$ cat src/rtl/save_state_psram_arbiter_pkg.sv
// Shared types for the save-state PSRAM arbiter: FSM states, requester ids, beat geometry.
package save_state_pkg;

  localparam int unsigned SS_BEATS     = 4;
  localparam int unsigned PSRAM_ADDR_W = 22;

  typedef enum logic [2:0] {
    ST_IDLE,
    ST_ISSUE,
    ST_W_ACK,
    ST_W_DONE,
    ST_R_ACK,
    ST_R_AVAIL,
    ST_BEAT_END
  } arb_state_t;

  typedef enum logic [1:0] {
    REQ_BW,
    REQ_BR,
    REQ_SS
  } req_id_t;

  // 16-bit lane of a 64-bit save-state word; lane 0 is bits [15:0].
  function automatic logic [15:0] ss_lane(input logic [63:0] d, input logic [1:0] idx);
    return d[{idx, 4'b0000} +: 16];
  endfunction

endpackage

$ cat src/rtl/save_state_psram_arbiter_psram_req_latch.sv
// Latches a single-cycle request pulse with its payload until granted; flags dropped pulses.
module psram_req_latch #(
  parameter int unsigned DATA_W = 16
) (
  input  logic              clk_mem_85_9,
  input  logic              reset,
  input  logic              req,
  input  logic [DATA_W-1:0] din,
  input  logic              grant,
  output logic              pending,
  output logic [DATA_W-1:0] dout,
  output logic              overflow
);

  // A pulse coinciding with the grant becomes the next pending request.
  always_ff @(posedge clk_mem_85_9) begin
    if (reset) begin
      pending <= 1'b0;
      dout    <= '0;
    end else if (grant || !pending) begin
      pending <= req;
      if (req) dout <= din;
    end
  end

  assign overflow = req & pending & ~grant;

endmodule

$ cat src/rtl/save_state_psram_arbiter.sv
// Fixed-priority arbiter sharing the 16-bit save-state PSRAM port between bridge and core.
module save_state_psram_arbiter
  import save_state_pkg::*;
#(
  parameter int unsigned TIMEOUT_CYCLES = 255,
  parameter int unsigned ACK_STRETCH    = 4
) (
  input  logic                    clk_mem_85_9,
  input  logic                    reset,
  input  logic                    bw_req,
  input  logic [PSRAM_ADDR_W-1:0] bw_addr,
  input  logic [15:0]             bw_data,
  input  logic                    br_req,
  input  logic [PSRAM_ADDR_W-1:0] br_addr,
  output logic [15:0]             br_data,
  output logic                    br_valid,
  input  logic                    ss_req,
  input  logic                    ss_rnw,
  input  logic [19:0]             ss_addr,
  input  logic [63:0]             ss_din,
  output logic [63:0]             ss_dout,
  output logic                    ss_ack,
  output logic [PSRAM_ADDR_W-1:0] psram_addr,
  output logic [15:0]             psram_data_in,
  output logic                    psram_write_en,
  output logic                    psram_read_en,
  input  logic                    psram_write_ack,
  input  logic                    psram_read_ack,
  input  logic                    psram_read_avail,
  input  logic                    psram_busy,
  input  logic [15:0]             psram_data_out,
  output logic                    arb_busy,
  output logic                    timeout_err,
  output logic                    overflow_err
);

  localparam int unsigned CNT_W = $clog2(TIMEOUT_CYCLES + 1);
  localparam int unsigned ACK_W = $clog2(ACK_STRETCH + 1);
  localparam logic [CNT_W-1:0] CNT_MAX   = CNT_W'(TIMEOUT_CYCLES);
  localparam logic [1:0]       LAST_BEAT = 2'(SS_BEATS - 1);

  logic        bw_pend, br_pend, ss_pend;
  logic        bw_ovf, br_ovf, ss_ovf;
  logic [37:0] bw_q;
  logic [PSRAM_ADDR_W-1:0] br_q;
  logic [84:0] ss_q;
  logic        gnt_bw, gnt_br, gnt_ss;

  req_id_t                 gnt_id;
  logic                    gnt_rnw;
  logic [PSRAM_ADDR_W-1:0] gnt_addr;
  logic [63:0]             gnt_wdata;

  arb_state_t  state;
  req_id_t     cur_id;
  logic        cur_rnw;
  logic [19:0] cur_base;
  logic [63:0] cur_wdata;
  logic [63:0] rbuf;
  logic [1:0]  beat, next_beat;
  logic [CNT_W-1:0] cnt;
  logic [ACK_W-1:0] ack_cnt;
  logic        wr_ack_q, avail_q, busy_q;
  logic        wr_rise, avail_rise, busy_fall, timed_out;

  psram_req_latch #(.DATA_W(38)) u_bw_latch (
    .clk_mem_85_9(clk_mem_85_9), .reset(reset), .req(bw_req), .din({bw_addr, bw_data}),
    .grant(gnt_bw), .pending(bw_pend), .dout(bw_q), .overflow(bw_ovf)
  );

  psram_req_latch #(.DATA_W(PSRAM_ADDR_W)) u_br_latch (
    .clk_mem_85_9(clk_mem_85_9), .reset(reset), .req(br_req), .din(br_addr),
    .grant(gnt_br), .pending(br_pend), .dout(br_q), .overflow(br_ovf)
  );

  psram_req_latch #(.DATA_W(85)) u_ss_latch (
    .clk_mem_85_9(clk_mem_85_9), .reset(reset), .req(ss_req), .din({ss_rnw, ss_addr, ss_din}),
    .grant(gnt_ss), .pending(ss_pend), .dout(ss_q), .overflow(ss_ovf)
  );

  // A PSRAM still busy from before reset blocks every grant until it settles.
  always_comb begin
    gnt_bw = 1'b0;
    gnt_br = 1'b0;
    gnt_ss = 1'b0;
    if (state == ST_IDLE && !psram_busy) begin
      gnt_bw = bw_pend;
      gnt_br = br_pend & ~bw_pend;
      gnt_ss = ss_pend & ~bw_pend & ~br_pend;
    end
  end

  always_comb begin
    gnt_id    = REQ_BW;
    gnt_rnw   = 1'b0;
    gnt_addr  = bw_q[37:16];
    gnt_wdata = {48'h0, bw_q[15:0]};
    if (gnt_br) begin
      gnt_id    = REQ_BR;
      gnt_rnw   = 1'b1;
      gnt_addr  = br_q;
      gnt_wdata = '0;
    end else if (gnt_ss) begin
      gnt_id    = REQ_SS;
      gnt_rnw   = ss_q[84];
      gnt_addr  = {ss_q[83:64], 2'b00};
      gnt_wdata = ss_q[63:0];
    end
  end

  assign wr_rise    = psram_write_ack & ~wr_ack_q;
  assign avail_rise = psram_read_avail & ~avail_q;
  assign busy_fall  = ~psram_busy & busy_q;
  assign timed_out  = (cnt == CNT_MAX);
  assign next_beat  = beat + 2'd1;
  assign arb_busy   = (state != ST_IDLE) | bw_pend | br_pend | ss_pend;

  always_ff @(posedge clk_mem_85_9) begin
    if (reset) begin
      state          <= ST_IDLE;
      cur_id         <= REQ_BW;
      cur_rnw        <= 1'b0;
      cur_base       <= '0;
      cur_wdata      <= '0;
      rbuf           <= '0;
      beat           <= '0;
      cnt            <= '0;
      ack_cnt        <= '0;
      wr_ack_q       <= 1'b0;
      avail_q        <= 1'b0;
      busy_q         <= 1'b0;
      psram_addr     <= '0;
      psram_data_in  <= '0;
      psram_write_en <= 1'b0;
      psram_read_en  <= 1'b0;
      br_data        <= '0;
      br_valid       <= 1'b0;
      ss_dout        <= '0;
      ss_ack         <= 1'b0;
      timeout_err    <= 1'b0;
      overflow_err   <= 1'b0;
    end else begin
      psram_write_en <= 1'b0;
      psram_read_en  <= 1'b0;
      br_valid       <= 1'b0;
      wr_ack_q       <= psram_write_ack;
      avail_q        <= psram_read_avail;
      busy_q         <= psram_busy;
      if (bw_ovf || br_ovf || ss_ovf) overflow_err <= 1'b1;

      if (ack_cnt != '0) ack_cnt <= ack_cnt - ACK_W'(1);
      else               ss_ack  <= 1'b0;

      case (state)
        ST_IDLE: begin
          if (gnt_bw || gnt_br || gnt_ss) begin
            cur_id         <= gnt_id;
            cur_rnw        <= gnt_rnw;
            cur_base       <= ss_q[83:64];
            cur_wdata      <= gnt_wdata;
            rbuf           <= '0;
            beat           <= '0;
            cnt            <= '0;
            psram_addr     <= gnt_addr;
            psram_data_in  <= gnt_wdata[15:0];
            psram_write_en <= ~gnt_rnw;
            psram_read_en  <= gnt_rnw;
            state          <= ST_ISSUE;
          end
        end
        ST_ISSUE: begin
          cnt   <= CNT_W'(1);
          state <= cur_rnw ? ST_R_ACK : ST_W_ACK;
        end
        ST_W_ACK: begin
          if (wr_rise) begin
            cnt   <= cnt + CNT_W'(1);
            state <= ST_W_DONE;
          end else if (timed_out) begin
            timeout_err <= 1'b1;
            state       <= ST_BEAT_END;
          end else cnt <= cnt + CNT_W'(1);
        end
        ST_W_DONE: begin
          if (busy_fall) state <= ST_BEAT_END;
          else if (timed_out) begin
            timeout_err <= 1'b1;
            state       <= ST_BEAT_END;
          end else cnt <= cnt + CNT_W'(1);
        end
        ST_R_ACK: begin
          if (psram_read_ack) begin
            cnt   <= cnt + CNT_W'(1);
            state <= ST_R_AVAIL;
          end else if (timed_out) begin
            timeout_err                  <= 1'b1;
            rbuf[{beat, 4'b0000} +: 16] <= 16'h0000;
            state                        <= ST_BEAT_END;
          end else cnt <= cnt + CNT_W'(1);
        end
        ST_R_AVAIL: begin
          if (avail_rise) begin
            rbuf[{beat, 4'b0000} +: 16] <= psram_data_out;
            state                        <= ST_BEAT_END;
          end else if (timed_out) begin
            timeout_err                  <= 1'b1;
            rbuf[{beat, 4'b0000} +: 16] <= 16'h0000;
            state                        <= ST_BEAT_END;
          end else cnt <= cnt + CNT_W'(1);
        end
        ST_BEAT_END: begin
          cnt <= '0;
          if (cur_id == REQ_SS && beat != LAST_BEAT) begin
            beat           <= next_beat;
            psram_addr     <= {cur_base, next_beat};
            psram_data_in  <= ss_lane(cur_wdata, next_beat);
            psram_write_en <= ~cur_rnw;
            psram_read_en  <= cur_rnw;
            state          <= ST_ISSUE;
          end else begin
            state <= ST_IDLE;
            if (cur_id == REQ_BR) begin
              br_data  <= rbuf[15:0];
              br_valid <= 1'b1;
            end else if (cur_id == REQ_SS) begin
              if (cur_rnw) ss_dout <= rbuf;
              ss_ack  <= 1'b1;
              ack_cnt <= ACK_W'(ACK_STRETCH - 1);
            end
          end
        end
        default: state <= ST_IDLE;
      endcase
    end
  end

endmodule
$ cat config.mk
export PLATFORM = sky130hd
export DESIGN_NAME = save_state_psram_arbiter
export DESIGN_NICKNAME = d
export VERILOG_FILES = /design/src/rtl/save_state_psram_arbiter_pkg.sv /design/src/rtl/save_state_psram_arbiter_psram_req_latch.sv /design/src/rtl/save_state_psram_arbiter.sv
export SDC_FILE = /design/constraint.sdc
export NUM_CORES = 1
export LEC_CHECK = 0
export CAP_MARGIN = 25
export CORE_MARGIN = 2
export CORE_UTILIZATION = 35
export CTS_CLUSTER_SIZE = 8
export DETAILED_ROUTE_END_ITERATION = 12
export HOLD_SLACK_MARGIN = 0.12
export SETUP_SLACK_MARGIN = 0.15
export SLEW_MARGIN = 20
export SYNTH_ARGS = -nofsm -noshare
export SYNTH_HDL_FRONTEND = slang
export SYNTH_SLANG_ARGS = --single-unit
$ cat constraint.sdc
create_clock -name clk_mem_85_9 -period 2.78 [get_ports clk_mem_85_9]
set_input_delay 0.278 -clock clk_mem_85_9 [delete_from_list [all_inputs] [get_ports clk_mem_85_9]]
set_output_delay 0.278 -clock clk_mem_85_9 [all_outputs]
set_load 0.03 [all_outputs]
Yosys cells after proc, flatten, opt, wreduce, memory -nomap -nowiden --
Cells that the tools add are included.
Cells by class: add/sub/neg operators 4, equality and inequality tests 16, shift operators 4, muxes and demuxes 66, bitwise operators 28, reductions and logical operators 31
Operators with widths (number):
- 2-to-1 mux 64 bit | 6
- case mux 64 bit (3 select lines) | 1
- bitwise mux 64 bit | 2
- 2-to-1 mux 22 bit | 4
- variable shift 16 x 8 -> 64 bit, first input constant | 1
- variable part select 16 x 8 -> 64 bit | 1
- variable part select 16 x 8 -> 64 bit, first input constant | 1
- variable part select 64 x 7 -> 16 bit | 1
- case mux 8 bit (7 select lines) | 1
- 2-to-1 mux 8 bit | 6
- case mux 22 bit (2 select lines) | 1
- 2-to-1 mux 3 bit | 12
- 2-to-1 mux 16 bit | 2
- case mux 16 bit (2 select lines) | 1
- 2-to-1 mux 1 bit | 21
- case mux 3 bit (7 select lines) | 1
- NOT 1 bit | 13
- bitwise AND 1 bit | 12
- != test 2 bit, second input constant | 6
- AND reduction 5 bit | 2
- == test 3 bit, second input constant | 3
- AND reduction 3 bit | 3
- nonzero test 3 bit | 3
- adder 8 x 1 -> 8 bit, second input constant | 1
- 24 further kinds | 44
Word-level totals: register bits 442, bits of input ports 170, output and inout port bits 125, logic and storage cells 177

Depth between registers and ports, before layout --
depth after elaboration 9, mapped depth 10, gate-level depth less buffers 6

Hierarchy --
From an unflattened synthesis, not the netlist that was laid out.
Unflattened totals: cell total of the unflattened synthesis 1958, area, all modules 18559.0 sq um
Modules (own cells, without submodules):
- save_state_psram_arbiter | times used 1, cells an instance 1312, area an instance 11862.6 sq um, seq. area each 5885.6 sq um
- psram_req_latch at u_ss_latch | times used 1, cells an instance 375, area an instance 3858.7 sq um, seq. area each 1721.7 sq um
- psram_req_latch at u_bw_latch | times used 1, cells an instance 170, area an instance 1778.0 sq um, seq. area each 780.7 sq um
- psram_req_latch at u_br_latch | times used 1, cells an instance 101, area an instance 1059.8 sq um, seq. area each 460.4 sq um

Worst setup path after synthesis --
Ideal clock, no wire load.
path type reg2reg, start register beat[0], end register psram_data_in[10], library setup time 0.146 ns, arrival time 2.306 ns, required time 2.634 ns, slack 0.328 ns, stages on the path, launching flop included 8, path buffers 2, period minus slack after synthesis 2.452 ns, path through dfxtp_1 -> inv_1 -> ha_1 -> buf_2 -> clkbuf_1 -> mux4_2 -> a2bb2oi_1 -> a211oi_2
On the way: longest elaborated chain between the ends 4, elaborated cells on any way between the ends 8, those cells by class add/sub (1); eq/ne (2); shift (1); mux (2); reduce/logical (2)
Ends and longest elaborated chain:
- start, declared | RTL line save_state_psram_arbiter.sv:60 | logic [1:0] beat, next_beat;
- start signal, assigned | RTL line save_state_psram_arbiter.sv:214 | beat <= next_beat;
- adder 2 x 1 -> 2 bit / != test 2 bit (equally long branches) | RTL line save_state_psram_arbiter.sv:115, save_state_psram_arbiter.sv:213
- variable part select 64 x 7 -> 16 bit / logical AND 1 bit (equally long branches) | RTL line save_state_psram_arbiter_pkg.sv:25, save_state_psram_arbiter.sv:213
- 2-to-1 mux 16 bit / != test 2 bit (equally long branches)
- case mux 16 bit (2 select lines) / AND reduction 3 bit (equally long branches)
- end signal, assigned | RTL line save_state_psram_arbiter.sv:165 | psram_data_in <= gnt_wdata[15:0];
- end signal, assigned | RTL line save_state_psram_arbiter.sv:216 | psram_data_in <= ss_lane(cur_wdata, next_beat);
- end, declared | RTL line save_state_psram_arbiter.sv:24 | output logic [15:0] psram_data_in,
Parallel ways exist; a longest one is shown, timed or not. The select of a mux whose other input is x is not followed. A chain may end at the register's enable or synchronous reset.

Worst setup path after layout --
start register state[1], end output port arb_busy
On the way: longest elaborated chain between the ends 4
Ends and longest elaborated chain:
- start, declared | RTL line save_state_psram_arbiter.sv:54 | arb_state_t state;
- start signal, assigned | RTL line save_state_psram_arbiter.sv:173 | state <= cur_rnw ? ST_R_ACK : ST_W_ACK;
- nonzero test 3 bit | RTL line save_state_psram_arbiter.sv:116 | assign arb_busy = (state != ST_IDLE) | bw_pend | br_pend | ss_pend;
- OR 1 bit (3 in series) | RTL line save_state_psram_arbiter.sv:116
- end, declared | RTL line save_state_psram_arbiter.sv:32 | output logic arb_busy,
No other way between the ends.

==> results.txt <==
Status: completed
Lkg Pwr: 7.81 nW
Grt ovf: 0
Top cells by area, synth: dfxtp_1 (53%), nand2_1 (11%), a21oi_1 (8.4%), a22o_1 (3.3%), nor2_1 (2.9%)
Max rail drop VDD: 0.459 mV
Vias: 15.0k
Gpl congestion: 0.833
Initial antenna violation count: 2
CP required: 2.50 ns
Pre-antenna DRT Iters: 5
Post-synth EDFFs: 0
Die area: 49900 um2
Worst Skew: 0.0153 ns
R2R depth: 6
Simple-Gate Fraction of Synth Area: 17.8%
Total Wirelength: 53.4 mm
Final nets: 2372
Critical Path Sink Type: output port
Post-Synth Adder-Cell Area: 0.669%
Number of H-tree levels: 2
Worst hold path class: in2reg
Port Buf Inserts: 294
Synth Area in Compound Gates: 21.3%
FMAX: 395 MHz
Mux share of post-synthesis cell area: 3.16%
Core ar.: 47600 um2
R2R Path End: psram_data_in[5]
Via density: 5.34
Post-place setup slack: -0.137 ns
Power density over the cells: 684 nW/um2
Sequential area share after synthesis: 52.6%
Vias in the first global route: 14.6k
Asr flop ratio synth: 0%
Routed WL per cell: 19.0 um
Maxcap violations: 0
Post-Syn Nets: 2116
Clk sinks: 442
Ys Warns: 0
Num CTS Buffers: 61
Synth Register Bits: 442
Die Height: 223 um
Worst-margin pin slew: 0.793 ns
Final Setup Violations: 0
Share of cells above drive strength 1: 8.43%
Largest net degree at the start of global routing: 148
Core Util, Final: 46.4%
FP Rows: 80
First-pass GRT wire length: 82.0 mm
Worst Setup Path Type: reg2out
Setup WS post-layout: 0.249 ns
Post-Synth XOR/XNOR Area: 0.0520%
Top_reg_cell synth: dfxtp_1
Setup_tns: 0 ns
Post-DP HPWL: 36.3 mm
Worst Hold Depth: 3
Largest family of logic cells by synthesized area: compound AO/OA/AOI/OAI gates
Fin cells: 2810
I/O pins: 295
Avg Cell Area, Syn: 8.69 um2
Post-Synthesis Cells: 1937
Slew headroom: 47.0%
Post-synth top area share: 52.6%
Layout area overhead: 31.3%
R2R setup slack: 0.31 ns
Dominant cell type by area after synthesis: dfxtp_1
CP Max Fanout: 12
Worst skew pair latency: 0.61 ns
CTS tree: built
Initial DRC Count: 1131
DRC viols: 0
Hold endpoint: u_ss_latch.dout[78]
Critical Path AT: 2.25 ns
Final count of hold timing violations: 0
Clk pin slew, worst setup/hold paths: 0.05 ns
GRT Total Usage: 20.8%
Setup Buffers After CTS: 0
Pwr Total: 15.1 mW
Antenna-violating nets left: 0
Critical Path Start Type: register
Max-slew violations: 0
Synthesized area: 16800 um2
Starting Density: 35.3%
Yosys cell types: 62
RSZ-0062 raised after global routing: no
HP Start: ss_addr[14]
Clk root buf: clkbuf_16
Final critical path time including I/O delays and setup: 2.53 ns
R2r startpoint: state[2]
Ant diodes: 0
Die width: 223 um
CTS Buffer Depth: 3
Post-route clock period utilization: 91.0%
Filler cell count: 4569
Cells after DPL: 2743
==> cells in the final DEF (no fill, tap or decap), drive strengths merged, types with 6 or more instances in the layout <==
cell / n
a2bb2oi: 32
nor3: 21
inv: 17
o22ai: 17
a221oi: 9
mux2i: 16
o21ai: 10
mux4: 16
nand2: 508
ha: 9
a21oi: 284
clkdlybuf4s50: 293
nor2b: 8
buf: 57
dfxtp: 442
a211oi: 50
nor4: 8
a22o: 63
nand2b: 6
clkbuf: 61
nand3: 16
nor2: 134
a22oi: 50
==> report_power, final <==
group          internal (mW)  switching, mW  total, mW
registers               6.60          0.169       6.77
clock network           3.82           2.59       6.41
logic                  0.792           1.15       1.95
total                   11.2           3.91       15.1
==> final cells by class <==
cell class	instances	area (um2)	area share, %
clock buffers	61	1530	6.91
clock inverters	4	50.0	0.227
inverters	16	60.1	0.272
multi-input cells	1320	7330	33.2
flip-flops and latches	442	8850	40.1
well taps	615	769	3.48
repair buffers	352	3510	15.9
==> critical path, stage by stage, from the launching register on <==
cell             delay [ns]
dfxtp_1                0.52
buf_4                  0.25
nor3_1                 0.08
nand2_1                0.12
clkdlybuf4s50_1        0.68
==> worst max path at each step <==
stage                     startpoint                 to  slack (ns)  depth (start not counted)
after floorplan              beat[0]  psram_data_in[10]        0.33                          7
after global placement    psram_busy  psram_data_in[15]       -0.16                          7
after detailed placement  psram_busy  psram_data_in[15]       -0.14                          7
after CTS                   state[2]  psram_data_in[15]        0.14                          6
after global routing        state[1]           arb_busy        0.16                          4
final                       state[1]           arb_busy        0.25                          4
==> through the flow <==
step | hold WS (ns) | cell area [um2]
after floorplan | 0.395 | 16800
after global placement | 0.438 | 20400
after detailed placement | 0.444 | 20400
after CTS | -0.0471 | 22100
after global routing | 0.216 | 22100
final | 0.223 | 22100
==> synth_stat cells (all sizes together), types with 10 or more instances <==
cell,instances
a2bb2oi,32
o22ai,17
buf,47
nand2,508
nand3,16
a22o,63
inv,16
nor2,134
mux2i,16
a21oi,284
a211oi,50
o21ai,10
dfxtp,442
clkbuf,112
a22oi,50
mux4,16
nor3,21
==> repair_timing <==
action | 4_1_cts | 5_1_grt
endpoints found under the setup margin | 21 | 37
gates resized for setup | 6 | 7
pin swaps | 0 | 0
hold buffers | 1 | 1
endpoints found under the hold margin | 19 | 18
cloned | 0 | 0
==> cell families after synthesis <==
group,count (synthesis)
buf+inv,175
mux,33
fa+ha+maj,9
flops,442
xor+xnor,1
compound gates,547
simple gates,730
==> state kept, by name, indices dropped and copies added, names as in the netlist, 20 cells and up <==
register,cells
u_ss_latch.dout,85
cur_wdata,64
rbuf,64
ss_dout,64
u_bw_latch.dout,38
psram_addr,22
u_br_latch.dout,22
cur_base,20
==> routing by layer <==
layer,vias to the layer above,share of wire (%),global-route usage [%]
met5,-,0.039,0
met4,4,3.9,8.97
met3,116,5.7,3.69
met2,475,48,34.9
met1,7217,43,26.4
li1,7199,-,-
Power figures use the tool's default switching activity.
